`config.mk`:
```
export PLATFORM = sky130hd
export DESIGN_NAME = alu_pipe_l7
export DESIGN_NICKNAME = d
export VERILOG_FILES = /design/src/rtl/alu_pipe_l7.sv
export SDC_FILE = /design/constraint.sdc
export NUM_CORES = 1
export LEC_CHECK = 0
export CAP_MARGIN = 20
export CORE_AREA = 3 3 171 173
export CTS_CLUSTER_SIZE = 25
export DETAILED_ROUTE_END_ITERATION = 10
export DIE_AREA = 0 0 174 176
export PLACE_DENSITY = 0.86
export SLEW_MARGIN = 20
export SYNTH_ARGS = -nofsm -noshare
export SYNTH_HDL_FRONTEND = slang
export SYNTH_SLANG_ARGS = --single-unit
```
`constraint.sdc`:
```
create_clock -name clk -period 6.5 [get_ports clk]
set_clock_uncertainty 0.2 [all_clocks]
set_input_delay 1.3 -clock clk [delete_from_list [all_inputs] [get_ports clk]]
set_output_delay 1.3 -clock clk [all_outputs]
set_load 0.005 [all_outputs]
```
`src/rtl/alu_pipe_l7.sv`:
```
// Pipelined integer ALU: S0 computes, later stages carry the result, and a
// bubble-compressing valid/ready chain presents it on the writeback side.
package alu_pipe_l7_pkg;
   typedef logic [3:0] rv_uop_t;
   localparam rv_uop_t OP_ADD   = 4'd0;
   localparam rv_uop_t OP_SUB   = 4'd1;
   localparam rv_uop_t OP_AND   = 4'd2;
   localparam rv_uop_t OP_OR    = 4'd3;
   localparam rv_uop_t OP_XOR   = 4'd4;
   localparam rv_uop_t OP_SLT   = 4'd5;
   localparam rv_uop_t OP_SLTU  = 4'd6;
   localparam rv_uop_t OP_SRA   = 4'd7;
   localparam rv_uop_t OP_SRL   = 4'd8;
   localparam rv_uop_t OP_SLL   = 4'd9;
   localparam rv_uop_t OP_LUI   = 4'd10;
   localparam rv_uop_t OP_AUIPC = 4'd11;
   localparam rv_uop_t OP_MUL   = 4'd12;
endpackage

module alu_pipe_l7
   import alu_pipe_l7_pkg::*;
#(
   parameter int unsigned p_seq_num_bits   = 5,
   parameter int unsigned p_phys_addr_bits = 6,
   parameter int unsigned p_num_stages     = 2,
   parameter bit          p_en_mul         = 1'b0
) (
   input  logic                                clk,
   input  logic                                rst,
   input  logic                                d_val,
   input  logic [31:0]                         d_pc,
   input  logic [p_seq_num_bits-1:0]           d_seq_num,
   input  logic [31:0]                         d_op1,
   input  logic [31:0]                         d_op2,
   input  logic [4:0]                          d_waddr,
   input  rv_uop_t                             d_uop,
   input  logic [p_phys_addr_bits-1:0]         d_preg,
   input  logic [p_phys_addr_bits-1:0]         d_ppreg,
   output logic                                d_rdy,
   output logic                                w_val,
   output logic [31:0]                         w_pc,
   output logic [p_seq_num_bits-1:0]           w_seq_num,
   output logic [4:0]                          w_waddr,
   output logic [31:0]                         w_wdata,
   output logic                                w_wen,
   output logic [p_phys_addr_bits-1:0]         w_preg,
   output logic [p_phys_addr_bits-1:0]         w_ppreg,
   input  logic                                w_rdy,
   input  logic                                flush,
   output logic [$clog2(p_num_stages+1)-1:0]   occupancy,
   output logic                                busy
);
   localparam int unsigned N     = p_num_stages;
   localparam int unsigned OCC_W = $clog2(N + 1);
   localparam int unsigned SB    = p_seq_num_bits;
   localparam int unsigned PB    = p_phys_addr_bits;

   logic [N-1:0]    vld, vld_nxt, adv;
   logic            accept;
   logic [OCC_W-1:0] occ_nxt;
   logic [31:0]     s_pc [N];
   logic [31:0]     s_op1 [N];
   logic [31:0]     s_op2 [N];
   logic [SB-1:0]   s_seq [N];
   logic [4:0]      s_waddr [N];
   rv_uop_t         s_uop [N];
   logic [PB-1:0]   s_preg [N];
   logic [PB-1:0]   s_ppreg [N];
   logic [31:0]     alu_res, mul_lo, a, b;

   // Advance chain runs from the output back: a stage moves when the next one is free or moving.
   always_comb begin
      adv      = '0;
      vld_nxt  = '0;
      w_val    = vld[N-1] & ~flush;
      adv[N-1] = w_val & w_rdy;
      for (int i = int'(N) - 2; i >= 0; i--) begin
         adv[i] = vld[i] & (~vld[i+1] | adv[i+1]);
      end
      d_rdy  = ~flush & (~vld[0] | adv[0]);
      accept = d_val & d_rdy;
      if (!flush) begin
         for (int i = 0; i < int'(N); i++) vld_nxt[i] = vld[i] & ~adv[i];
         vld_nxt[0] = vld_nxt[0] | accept;
         for (int i = 1; i < int'(N); i++) vld_nxt[i] = vld_nxt[i] | adv[i-1];
      end
   end

   always_comb begin
      occ_nxt = '0;
      for (int i = 0; i < int'(N); i++) occ_nxt = occ_nxt + OCC_W'(vld_nxt[i]);
   end

   always_ff @(posedge clk or negedge rst) begin
      if (!rst) begin
         vld       <= '0;
         occupancy <= '0;
         busy      <= 1'b0;
      end else begin
         vld       <= vld_nxt;
         occupancy <= occ_nxt;
         busy      <= |vld_nxt;
      end
   end

   // Payload carries no reset; it is only meaningful alongside its valid bit.
   always_ff @(posedge clk) begin
      if (accept) begin
         s_pc[0]    <= d_pc;
         s_op1[0]   <= d_op1;
         s_op2[0]   <= d_op2;
         s_seq[0]   <= d_seq_num;
         s_waddr[0] <= d_waddr;
         s_uop[0]   <= d_uop;
         s_preg[0]  <= d_preg;
         s_ppreg[0] <= d_ppreg;
      end
      for (int i = 1; i < int'(N); i++) begin
         if (adv[i-1]) begin
            s_pc[i]    <= s_pc[i-1];
            s_op1[i]   <= s_op1[i-1];
            s_op2[i]   <= s_op2[i-1];
            s_seq[i]   <= s_seq[i-1];
            s_waddr[i] <= s_waddr[i-1];
            s_uop[i]   <= s_uop[i-1];
            s_preg[i]  <= s_preg[i-1];
            s_ppreg[i] <= s_ppreg[i-1];
         end
      end
   end

   assign a = s_op1[0];
   assign b = s_op2[0];

   if (p_en_mul) begin : g_mul
      assign mul_lo = a * b;
   end else begin : g_no_mul
      assign mul_lo = '0;
   end

   always_comb begin
      alu_res = '0;
      case (s_uop[0])
         OP_ADD:   alu_res = a + b;
         OP_SUB:   alu_res = a - b;
         OP_AND:   alu_res = a & b;
         OP_OR:    alu_res = a | b;
         OP_XOR:   alu_res = a ^ b;
         OP_SLT:   alu_res = {31'd0, $signed(a) < $signed(b)};
         OP_SLTU:  alu_res = {31'd0, a < b};
         OP_SRA:   alu_res = 32'($signed(a) >>> b[4:0]);
         OP_SRL:   alu_res = a >> b[4:0];
         OP_SLL:   alu_res = a << b[4:0];
         OP_LUI:   alu_res = b;
         OP_AUIPC: alu_res = s_pc[0] + b;
         OP_MUL:   alu_res = mul_lo;
         default:  alu_res = '0;
      endcase
   end

   // Single stage writes back straight from the ALU; deeper pipes register it into S1.
   if (N == 1) begin : g_comb_wb
      assign w_wdata = alu_res;
   end else begin : g_reg_wb
      logic [31:0] s_res [N-1:1];
      always_ff @(posedge clk) begin
         if (adv[0]) s_res[1] <= alu_res;
         for (int i = 2; i < int'(N); i++) begin
            if (adv[i-1]) s_res[i] <= s_res[i-1];
         end
      end
      assign w_wdata = s_res[N-1];
   end

   assign w_pc      = s_pc[N-1];
   assign w_seq_num = s_seq[N-1];
   assign w_waddr   = s_waddr[N-1];
   assign w_preg    = s_preg[N-1];
   assign w_ppreg   = s_ppreg[N-1];
   assign w_wen     = 1'b1;
endmodule

```
Word level (Yosys, flattened, before mapping) --
Memory sizes are Yosys's and may differ from the RTL's. Index checks and enable logic that the tools add are counted.
Storage, ports and cells: bits in writable memories 276, output and inout port bits 92, logic and storage cells 59, memories 9, bits of input ports 127, bits in registers 5
Cells by class: add/sub/neg operators 4, shift operators 3, $lt $le $gt $ge 2, reductions and logical operators 2, multiplexer cells 6, equal/unequal tests 11, bitwise operators 19
Memories:
- s_op1 | depth 2, width 32, rd ports 1, clocked after memory_dff 0, wr ports 2, line 62 | logic [31:0] s_op1 [N];
- s_op2 | depth 2, width 32, rd ports 1, clocked after memory_dff 0, wr ports 2, line 63 | logic [31:0] s_op2 [N];
- s_pc | depth 2, width 32, rd ports 2, clocked after memory_dff 0, wr ports 2, line 61 | logic [31:0] s_pc [N];
- g_reg_wb.s_res | depth 1, width 32, rd ports 1, clocked after memory_dff 0, wr ports 1, line 165 | logic [31:0] s_res [N-1:1];
- s_ppreg | depth 2, width 6, rd ports 2, clocked after memory_dff 0, wr ports 2, line 68 | logic [PB-1:0] s_ppreg [N];
- s_preg | depth 2, width 6, rd ports 2, clocked after memory_dff 0, wr ports 2, line 67 | logic [PB-1:0] s_preg [N];
- 3 more memories
Operators with widths (number):
- one-hot mux 32 bit (12 select lines) | 1
- adder 32 bit | 2
- less-than comparator 32 bit | 2
- bitwise AND 32 bit | 1
- OR 32 bit | 1
- << shifter 32 x 5 -> 32 bit | 1
- >> shifter 32 x 5 -> 32 bit | 1
- >>> shifter 32 x 5 -> 32 bit | 1
- subtractor 32 bit | 1
- bitwise XOR 32 bit | 1
- == test 4 x 3 -> 1 bit, second input constant | 4
- == test 4 bit, second input constant | 4
- == test 4 x 2 -> 1 bit, second input constant | 2
- bitwise AND 1 bit | 7
- inverter 1 bit | 5
- == test 4 x 1 -> 1 bit, second input constant | 1
- logical NOT 4 bit | 1
- two-way mux 1 bit | 4
- OR 1 bit | 4
- adder 1 x 1 -> 2 bit | 1
- two-way mux 2 bit | 1
- OR reduction 2 bit | 1

Depth between registers and ports, before layout --
word-level depth 11, mapped depth 16

Worst setup path before layout --
No wires, ideal clock.
kind input to register, start point input w_rdy, end point memory s_op1[0][0] (enable), buffers on the path 0, arrival time 4500 ps, cell stages on the path 4, setup slack 1304 ps, data required time 5804 ps, library setup time 496 ps, path through inv_1 and3_1 nor2_1 and2_1
RTL lines:
- from (decl) | line 48 | input logic w_rdy,
- to (decl) | line 62

Worst setup path in the final report --
start point memory s_uop[0][3] in the netlist's numbering, end point memory g_reg_wb.s_res[1][27], data pin
On the way: cells in the longest elaborated chain, start to end 3
RTL lines:
- from (decl) | line 66 | rv_uop_t s_uop [N];
- memory (2 x 4 bit) *
- == test 4 bit, or another cell as far along | line 143 | case (s_uop[0])
- one-hot mux 32 bit (12 select lines) * | line 143
- via alu_res[27] | line 69 | logic [31:0] alu_res, mul_lo, a, b;
- to (decl) | line 165
The timed path passes the listed nets; every way through them passes the cells marked *.

==> run metrics <==
outcome finished, final reports clean; Bufs and invs on worst path 1; RSZ-0062 raised after global routing false; Antenna diodes 0; Pleak 0.00748 uW; YS warnings 0; CTS root buffer clkbuf_16; cell family with most CP delay compound AO/OA/AOI/OAI gates; crit path launch type register; Worst Hold Class reg -> reg; antenna-violating nets left 0; Power, Total 3950 uW; post-synth top area cell edfxtp_1; Max Freq 0.212 GHz; critical path class reg -> reg; Slew HR 22.3%; quantity of hold-fixing buffers added after cts 0; Slew Viols, Final 0; all-layer global routing usage 37.0%; PwrDens 202 mW/mm^2; WL final 58100 um; first-pass GRT wire length 87600 um; Sink Count 213; CP arrival 4760 ps; Top FF cell, synth edfxtp_1; per-cell routed wire length 26.9 um; setup bufs post-CTS 0; reg-to-reg slack, setup 1790 ps; dpl hpwl 40900 um; Final setup viols 0; num rows 61; CTS tree built; # IOs 219; Post-synth EDFFs 208; Final Worst Setup Slack 1790 ps; final hold vios 0; critical path required time 6550 ps; Routability Congestion 0.992; Setup TNS Final 0 ps; DRC violations left 0; synth cell count leaders edfxtp_1, nor2_1, ha_1, a21oi_1, inv_1; Buffers on Ports 217; Worst path max stage delay 570 ps; Max clock buf depth 3; largest net degree at the start of global routing 84; period utilisation layout 72.4%; critical path, cell by cell nor2b_1 -> nand3_1 -> buf_4 -> mux2_2 -> ha_1 -> a21oi_1 -> nor2_1 -> o311ai_0 -> nand2_1 -> a21oi_1 -> o21ai_0 -> xnor2_1 -> o211ai_1; drt via density 6.79; DR pass1 iterations 9; synthesized net count 1915; top post-synthesis cells by area edfxtp_1, ha_1, mux4_2, nor2_1, a21oi_1; post-layout net count 2033; Worst Hold Launch s_waddr[0][3]; initial core utilization 60.0%; Clock Pin Slew Worst Setup and Hold Paths 60 ps; Syn Inst Count 1648; Final min period 4710 ps; Avg Inst Size Synth 10.1 sq um; Critical Path Slowest Stage Cell o311ai_0; fillers 2056; post-synth design cell area 0.0167 sq mm; 1st-iter DRT viols 2359; worst slack, placed 1850 ps; final cell utilization of the core 70.5%; CP most frequent cell a21oi_1; vias in the first global route 14.3k; max_cap viols 0; CTS resizes 0; most common cell in the netlist edfxtp_1; origin of the critical flop-to-flop path s_uop[0][3]; vias 14.7k; initial antenna violation count 2; maximum vdd ir drop 223 uV; layout cells sized above 1 10.2%; height of the die 176 um; Worst setup EP type register; area grow syn2layout 17.4%; worst-skew pair later-pin latency 560 ps; flops & latches, synth 213; Worst Max-Slew Pin Slew 1160 ps; gr ovfl total 0; Die Footprint 0.0306 sq mm; Fin Hold WS 218 ps; Synth cell types 82; sequential fraction of the synthesis area 38.2%; Post-synth ARST share 2.35%; Die X 174 um; number of H-tree levels 1; worst-path fanout max 32; total CTS buffers 24; top cell type's share of synthesized area 37.5%; CP Launch Point s_uop[0][3]; CORE AREA 0.0278 sq mm
[cell usage in the layout, fill, tap and decap left out, drive strengths merged, types with 37 or more instances in the layout]
master,n
ha,138
mux4,54
nor2,167
clkdlybuf4s50,217
a21oi,120
nor3,37
nand2,86
o21ai,92
mux2,43
edfxtp,208
nand3,37
inv,102
[where the power goes]
| group | internal [uW] | switching [uW] |
|---|---|---|
| clock network | 886 | 609 |
| registers | 1590 | 71.2 |
| logic | 356 | 441 |
| total | 2830 | 1120 |
[routing by layer]
metal,up-vias,global-route usage (%),share of wire (%)
met5,-,0,0.046
met4,4,14.7,4.7
met3,176,8.92,12
met2,1126,56.9,45
met1,7004,51.1,38
li1,6373,-,-
[worst reg2reg max path, delay by kind of cell, from the launching register on]
kind                     cells  cell delay [ps]
adder cells (fa/ha/maj)      1              330
AND/OR/NAND/NOR              4              730
multiplexers                 1              470
XOR/XNOR                     1              180
buffers and inverters        1              430
AO/OA/AOI/OAI                5             1510
flip-flops                   1              560
[state kept, by name, indices dropped and copies added, names as in the netlist, 4 cells and up]
signal / cells
g_reg_wb.s_res: 32
s_op1: 32
s_op2: 32
s_pc: 64
s_ppreg: 12
s_preg: 12
s_seq: 10
s_uop: 4
s_waddr: 10
[kinds of logic after synthesis]
kind of cell,after synthesis,synth area share (%)
adders and majority gates,140,10.6
other,1,0.0225
muxes,129,12.1
xor gates and xnor gates,44,2.31
AOI/OAI and AO/OA,439,17.4
DFF,213,38.2
buffers and inverters,247,7.10
and+or+nand+nor,435,12.3
[path summary, 6_finish.rpt]
kind / endpoint / cells past startpoint
setup / recovery: g_reg_wb.s_res[1][27] / 13
hold / removal: s_waddr[0][8] / 0
setup reg to reg: g_reg_wb.s_res[1][27] / 13
hold reg to reg: s_waddr[0][8] / 0
max in group asynchronous: vld[1] / 1
min in group asynchronous: occupancy[0] / 1
[cell type report]
cell class,count,area (sq um),area share (%)
Multi-Input combinational cell,1188,9150,46.7
Timing Repair Buffer,238,2330,11.9
Clock inverter,20,272,1.39
Tap cell,378,473,2.42
Clock buffer,24,601,3.07
Sequential cell,213,6370,32.5
Inverter,101,379,1.94
[stage by stage]
stage,cell area (sq um),cells
after global routing,19600,2162
after detailed placement,18700,2118
after CTS,19600,2162
final,19600,2162
after global placement,18700,2118
after floorplan,16700,1648
Power figures use the tool's default switching activity.
